### config.mk
export PLATFORM = sky130hd
export DESIGN_NAME = serializer_arb
export DESIGN_NICKNAME = d
export VERILOG_FILES = /design/src/rtl/serializer_arb.sv
export SDC_FILE = /design/constraint.sdc
export NUM_CORES = 1
export LEC_CHECK = 0
export CAP_MARGIN = 5
export CORE_MARGIN = 2
export CORE_UTILIZATION = 44
export CTS_CLUSTER_SIZE = 14
export DETAILED_ROUTE_END_ITERATION = 8
export GPL_TIMING_DRIVEN = 0
export PLACE_DENSITY = 0.88
export REMOVE_ABC_BUFFERS = 1
export SYNTH_ARGS = -nofsm -noshare
export SYNTH_HDL_FRONTEND = slang
export SYNTH_SLANG_ARGS = --single-unit
### constraint.sdc
create_clock -name clk_i -period 6.7 [get_ports clk_i]
set_input_delay 1.005 -clock clk_i [delete_from_list [all_inputs] [get_ports clk_i]]
set_output_delay 1.005 -clock clk_i [all_outputs]
set_load 0.02 [all_outputs]
### src/rtl/serializer_arb.sv
// serializer_arb: round-robin arbiter sharing one word serializer between N_REQ sources.
// One word in flight at a time; illegal-mod words are consumed and dropped.
module serializer_arb #(
  parameter int unsigned N_REQ   = 4,
  parameter int unsigned ARM_TMO = 3
) (
  input  logic                clk_i,
  input  logic                srst_i,
  input  logic [N_REQ*16-1:0] req_data_i,
  input  logic [N_REQ*4-1:0]  req_mod_i,
  input  logic [N_REQ-1:0]    req_val_i,
  output logic [N_REQ-1:0]    req_ready_o,
  output logic [15:0]         ser_data_o,
  output logic [3:0]          ser_mod_o,
  output logic                ser_val_o,
  input  logic                ser_busy_i,
  output logic [2:0]          grant_id_o,
  output logic                drop_o,
  output logic                tmo_o
);

  localparam int unsigned TW       = (ARM_TMO < 2) ? 1 : $clog2(ARM_TMO);
  localparam logic [TW-1:0] TMR_LAST = TW'(ARM_TMO - 1);
  localparam logic [2:0]    LAST_REQ = 3'(N_REQ - 1);

  typedef enum logic [1:0] {IDLE, ISSUE, ARM, DRAIN} state_t;

  state_t              state_q, state_d;
  logic [2:0]          ptr_q, ptr_next, winner;
  logic [TW-1:0]       tmr_q, tmr_d;
  logic [2*N_REQ-1:0]  rot;
  logic [3:0]          off, sum;
  logic                any_val, consume, legal;
  logic [15:0]         win_data;
  logic [3:0]          win_mod;

  // Rotate valids so bit i is requester (ptr+i) mod N_REQ; lowest set bit wins.
  always_comb begin
    rot     = {req_val_i, req_val_i} >> ptr_q;
    any_val = 1'b0;
    off     = '0;
    for (int unsigned i = 0; i < N_REQ; i++) begin
      if (!any_val && rot[i]) begin
        any_val = 1'b1;
        off     = 4'(i);
      end
    end
    sum = {1'b0, ptr_q} + off;
    if (sum >= 4'(N_REQ)) sum = sum - 4'(N_REQ);
    winner   = sum[2:0];
    win_data = '0;
    win_mod  = '0;
    for (int unsigned k = 0; k < N_REQ; k++) begin
      if (winner == 3'(k)) begin
        win_data = req_data_i[16*k +: 16];
        win_mod  = req_mod_i[4*k +: 4];
      end
    end
  end

  assign consume  = (state_q == IDLE) && any_val && !ser_busy_i && !srst_i;
  assign legal    = (win_mod != 4'd1) && (win_mod != 4'd2);
  assign ptr_next = (winner == LAST_REQ) ? 3'd0 : winner + 3'd1;

  always_comb begin
    req_ready_o = '0;
    for (int unsigned k = 0; k < N_REQ; k++) begin
      req_ready_o[k] = consume && (winner == 3'(k));
    end
  end

  always_comb begin
    state_d = state_q;
    tmr_d   = tmr_q;
    tmo_o   = 1'b0;
    unique case (state_q)
      IDLE: begin
        if (consume && legal) state_d = ISSUE;
      end
      ISSUE: begin
        state_d = ARM;
        tmr_d   = '0;
      end
      ARM: begin
        if (ser_busy_i) begin
          state_d = DRAIN;
        end else if (tmr_q == TMR_LAST) begin
          tmo_o   = 1'b1;
          state_d = IDLE;
        end else begin
          tmr_d = tmr_q + TW'(1);
        end
      end
      DRAIN: begin
        if (!ser_busy_i) state_d = IDLE;
      end
      default: state_d = IDLE;
    endcase
  end

  always_ff @(posedge clk_i) begin
    if (srst_i) begin
      state_q    <= IDLE;
      ptr_q      <= '0;
      tmr_q      <= '0;
      ser_data_o <= '0;
      ser_mod_o  <= '0;
      ser_val_o  <= 1'b0;
      grant_id_o <= '0;
      drop_o     <= 1'b0;
    end else begin
      state_q   <= state_d;
      tmr_q     <= tmr_d;
      ser_val_o <= consume && legal;
      drop_o    <= consume && !legal;
      if (consume) ptr_q <= ptr_next;
      if (consume && legal) begin
        ser_data_o <= win_data;
        ser_mod_o  <= win_mod;
        grant_id_o <= winner;
      end
    end
  end

endmodule

==> results.cfg, run 1 <==
[run_status]
status = finished clean

[floorplanning]
io_pins = 117
coreArea_um2 = 5200
dieArea_um2 = 6100
die-width_um = 78.1
row_count = 26
dieHeight_um = 78.1
initial_core_util_pct = 46.4

[synth]
seq_area_frac_synth_pct = 26.5
netlist.area_leader.share_pct = 26.5
synthTopCellsByArea = dfxtp_1, nor2b_1, mux2_4, a21oi_1, a221oi_1
ys_top_cells_by_count = nor2b_1, nor2_1, dfxtp_1, a21oi_1, nor3_1
ys_warn_count = 0
synth_area_um2 = 2420
yosysMostFrequentCell = nor2b_1
synth_seq_cells = 32
synthCells = 297
yosysTopAreaCell = dfxtp_1
syn_area_per_cell_um2 = 8.13
async_flop_share_pct = 0
ys_types = 46
synth-main-ff-cell = dfxtp_1
synth-edff-count = 0

[route]
drt-initial-drc-count = 89
ant_nets = 0
vias = 2552
wl_per_cell_um = 15.2
routed_wl_mm = 7.15
via_per_inst = 5.43
drcViolationCount = 0
drtPass1Iterations = 4

[worst_setup_path]
end_kind = register
path_buf_inv = 2
cp.arrival_ps = 5930
crit_fanout = 24
r2r_slack_ps = 1710
r2r_end = ser_data_o[4]
critical-path-top-delay-family = compound AO/OA/AOI/OAI gates
cpPeakStageDelay_ps = 900
worstSetupPathType = input pin to register
cp.required_ps = 6860
slowest_stage = nor2b_2
critPathLaunchType = input pin
r2r_cells = 13
r2r-start = ptr_q[0]
crit_chain = clkdlybuf4s50_1 -> nor2b_1 -> a311o_1 -> a21o_1 -> o22ai_1 -> inv_1 -> fa_1 -> ha_1 -> nor2b_2 -> nand2_2 -> a31oi_1 -> xor2_1 -> a31o_4 -> mux2_2

[min_path]
whs_endpoint = grant_id_o[1]
hold_path.class = register to register
hold_path_depth = 2
hold_path.startpoint = grant_id_o[1]

[sta]
grt_setup_unrepaired = no
fmax_mhz = 174
fin_crit_ps = 5760
period_share_pct = 86.0
fin_setup_tns_ps = 0
tightest_slew_ps = 1170
maxSlewHeadroom_pct = 22.1
hold_viol_final = 0
skew_ps = 3.52
worst_slack_ps = 937
drv_slew = 0
finalSetupViolCount = 0

[cts]
post_cts_resized = 0
insertion_delay_ps = 270
cts-root-buf = clkbuf_8
post-cts-setup-buffer-count = 0
clkTransAtPathRegs_ps = 70
htree_num_levels = 2
clockBufferDepth = 2
cts_hold_buffers = 0
cts_buffers = 5
clock_sinks = 32
cts_tree = done

[placed_design]
dp_slack_ps = 756
place_congestion = 0.870
portBuffers = 116
dp_hpwl_mm = 5.14

[layout]
layout.nets = 494
layout-drive-gt1-share_pct = 8.50
n_fill_cell = 438
antenna_cells = 0
areaGrowthSynthToFinish_pct = 50.9

[pwr]
leakage_uw = 0.00140
ir_drop_mv = 0.294
powerDensity_nw_per_um2 = 309

[global_routing]
grt_antenna_before_repair = 0
grt_pass1_vias = 2467
met2_usage_pct = 38.7
grtUsageMet3_pct = 4.94
met1_usage_pct = 28.0
grt_max_degree = 44
gr-total-overflow = 0
grt_usage_pct = 22.8
busiest_layer = met2
grt_pass1_wl_mm = 11.2

[job]
drv_cap = 0
-- cell type report --
| cell class | instances | area (um^2) | share of cell area (%) |
|---|---|---|---|
| tap | 70 | 87.6 | 2.40 |
| timing repair buffer | 117 | 1190 | 32.5 |
| inverter | 11 | 41.3 | 1.13 |
| sequential | 32 | 641 | 17.6 |
| clock buffer | 8 | 90.1 | 2.47 |
| multi-input combinational | 232 | 1600 | 43.9 |
-- tightest hold or removal path, cell delays in order (launching register included) --
cell and delay [ps]:
dfxtp_1 310, nand2_1 50, mux2i_1 50
-- logic make-up (layout without fill, tap and decap cells) --
kind of cell,after synthesis,after routing,synth area share [%]
AOI/OAI and AO/OA,72,72,21.2
adders and majority gates,8,8,4.45
buffers and inverters,33,136,7.35
and+or+nand+nor,127,127,26.9
muxes,24,24,13.2
xor gates and xnor gates,1,1,0.363
DFF,32,32,26.5
-- state kept, by name (all words and copies together), names as in the netlist --
signal and flops:
grant_id_o 3, tmr_q 2, ser_data_o 16, drop_o 1, ser_val_o 1, ser_mod_o 4
state_q 2, ptr_q 3
-- how the worst max path moves through the flow --
stage | cells after the start | from | slack (ps) | endpoint
after floorplan | 13 | req_val_i[2] | 1840 | ser_data_o[3]
after global placement | 11 | req_val_i[2] | 600 | req_ready_o[3]
after detailed placement | 14 | req_val_i[2] | 760 | ser_data_o[4]
after CTS | 11 | req_val_i[2] | 810 | req_ready_o[2]
after global routing | 15 | req_val_i[3] | 670 | ser_data_o[4]
final | 14 | req_val_i[2] | 940 | ser_data_o[4]
-- report_power, final --
group	leakage [uW]	internal (uW)	switching (uW)
sequential	0.000260	231	27.6
clock	0.0000455	83.8	68.0
combinational	0.00110	338	379
total	0.00140	653	474
-- cells in the final DEF (no fill, tap or decap), types with 2 or more instances in the layout --
cell type	count
nand2_1	11
mux2i_1	6
clkbuf_1	2
nor2_1	37
mux2_2	3
a22oi_1	2
clkdlybuf4s50_1	116
mux2_4	15
nand3_1	3
a211oi_1	2
dfxtp_1	32
nand3b_1	2
a311oi_1	2
nand2_2	2
a21oi_1	30
inv_1	10
o22ai_1	2
o21ai_0	5
nand2b_1	3
ha_1	6
and2_1	6
a221oi_1	16
nor4_1	3
a31oi_1	2
nor2b_1	38
nor3_1	20
clkbuf_8	6
-- metal layers --
metal,vias to the layer above,part of all wire (%)
li1,1258,-
met1,1184,42
met2,97,49
met3,13,6.5
met4,0,2.2
met5,-,0
-- through the flow --
| stage | utilization, % | hold slack (ps) | power [uW] | area [um^2] | cells |
|---|---|---|---|---|---|
| 2_1_floorplan | - | 481 | 730 | 2280 | 275 |
| 3_3_place_gp | 67.8 | 448 | 942 | 3530 | 461 |
| 3_5_place_dp | 67.8 | 452 | 963 | 3530 | 461 |
| 4_1_cts | 69.6 | 460 | 1120 | 3620 | 469 |
| 5_1_grt | 70.0 | 477 | 1210 | 3650 | 470 |
| 6_report | 70.0 | 456 | 1130 | 3650 | 470 |
(Power assumes the default switching activity.)
==> run 2, diff against run 1 <==
Settings changed: TNS_END_PERCENT set to 100.
Clock period 6.7 ns to 6.9 ns, I/O delays scaled along.
==> results of run 2 <==
Same layout as run 1 (identical final DEF). Status: finished clean.
Main changes from that run: setup slack after placement 756 ps -> 926 ps; setup slack after layout 937 ps -> 1110 ps; register-to-register setup slack 1710 ps -> 1910 ps; total power 1130 uW -> 1090 uW; worst IR drop on VDD 0.294 mV -> 0.286 mV
==> run 3, diff against run 2 <==
Settings changed: CORE_UTILIZATION 44 to 37, PLACE_DENSITY 0.88 to 0.79.
Clock period 6.9 ns to 4.7 ns, I/O delays scaled along.
==> run 3 against run 2 <==
Effect of this change: global-route usage decreased by 2.6 points; sequential power up 46%; first-iteration DRC count grew 12%; critical path type is now input pin to primary output; critical endpoint is now req_ready_o[2]; largest cell class unchanged; largest power group unchanged.
==> results.cfg, run 3 (synthesis results as in run 1) <==
[sta]
tightest_slew_ps = 1120
whs_ps = 458
period_share_pct = 96.3
hold_viol_final = 0
fin_crit_ps = 4530
maxSlewHeadroom_pct = 25.4
drv_slew = 0
finalSetupViolCount = 0
skew_ps = 6.23
fmax_mhz = 221
fin_setup_tns_ps = 0

[layout]
largest_reg_flops = 16
layout.nets = 509
areaGrowthSynthToFinish_pct = 58.4
final_common_cell = clkdlybuf4s50_1
most-common-layout-cells = clkdlybuf4s50_1, nor2b_1, nor2_1
reg_top3 = ser_data_o x16, ser_mod_o x4
fin_area_um2 = 3830
multi_input_area_um2 = 1680
largest_register = ser_data_o
layout-drive-gt1-share_pct = 13.0
stdcell_count = 491
ff_latch_area_um2 = 641
antenna_cells = 0
n_fill_cell = 585

[route]
drtPass1Iterations = 4
via_per_inst = 5.30
wl_per_cell_um = 16.0
drt-initial-drc-count = 100
drcViolationCount = 0
ant_nets = 0
routed_wl_mm = 7.85
vias = 2603

[worst_setup_path]
cp.arrival_ps = 3820
crit_chain = clkdlybuf4s50_1 -> nor2b_1 -> a311o_1 -> a21o_1 -> o22ai_1 -> inv_1 -> fa_2 -> inv_1 -> ha_4 -> and2_1 -> clkdlybuf4s50_1
worstSetupPathType = input pin to primary output
critPathLaunchType = input pin
slowest_stage = clkdlybuf4s50_1
end_kind = primary output
cpPeakStageDelay_ps = 600
r2r-start = ptr_q[0]
crit_fanout = 10
critPathLaunch = req_val_i[2]
cp.required_ps = 3990

[floorplanning]
coreArea_um2 = 6350
die-width_um = 84.8
dieArea_um2 = 7190
io_pins = 117
row_count = 29
dieHeight_um = 84.8
initial_core_util_pct = 38.0

[global_routing]
gr-total-overflow = 0
grt_max_degree = 30
grt_usage_pct = 20.3
grt_antenna_before_repair = 0
grt_pass1_wl_mm = 11.7
grt_pass1_vias = 2464

[cts]
cts_tree = done
htree_num_levels = 2
cts_buffers = 5
clock_sinks = 32
clkTransAtPathRegs_ps = 70
insertion_delay_ps = 290
clockBufferDepth = 2
cts-root-buf = clkbuf_8

[placed_design]
place_area_um2 = 3540
post-place-cells = 468
dp_hpwl_mm = 4.85
portBuffers = 116
place_congestion = 0.831

[pwr]
power.total_uw = 1740
leakage_uw = 0.00149
powerDensity_nw_per_um2 = 456
ir_drop_mv = 0.228

[job]
drv_cap = 0

[min_path]
hold_path.startpoint = grant_id_o[1]
hold_path.class = register to register

[run_status]
status = finished clean
==> run 3: path summary, 6_finish.rpt <==
path               endpoint  cells after the start  slack, ps
max reg2reg   ser_data_o[1]                     14        640
max          req_ready_o[2]                     11        170
min reg2reg   grant_id_o[1]                      2        460
min           grant_id_o[1]                      2        460
==> run 3: critical path, delay by kind of cell <==
kind	cells	cell delay, ps
AO/OA/AOI/OAI	3	700
buffers and inverters	4	1350
adder cells (fa/ha/maj)	2	750
AND/OR/NAND/NOR	2	300
==> run 3: area by class of cell <==
class / count / share of cell area [%]
well taps: 77 / 2.52
repair buffers: 130 / 33.7
clock buffers: 5 / 1.80
multi-input cells: 234 / 43.8
flip-flops and latches: 32 / 16.7
inverters: 11 / 1.08
clock inverters: 2 / 0.327
==> run 3: repair_timing <==
action | in CTS | in global routing
hold buffers | 0 | 0
setup endpoints to repair | 29 | 22
gates resized for setup | 6 | 4
setup buffers | 5 | 9
gates cloned | 0 | 2
==> run 3: power by group <==
group	internal (uW)	switching (uW)	total, uW
Clock	100	108	208
Combinational	561	606	1170
Sequential	330	39.6	369
Total	991	753	1740
==> run 3: through the flow <==
step                setup WS [ps]  util, %
finish                        172     60.3
floorplan                     143        -
detailed placement          -1090     55.7
global route                -21.0     60.3
global placement            -1040     55.7
CTS                          10.2     58.5
==> run 3: per-layer routing <==
layer / vias up / share of wire, % / track usage, % / routed length (um)
li1: 1292 / - / - / -
met1: 1217 / 44 / 25.5 / 3460
met2: 88 / 48 / 34.6 / 3810
met3: 6 / 6.6 / 5.70 / 519
met4: 0 / 0.80 / 4.33 / 63
met5: - / 0 / 0 / 0
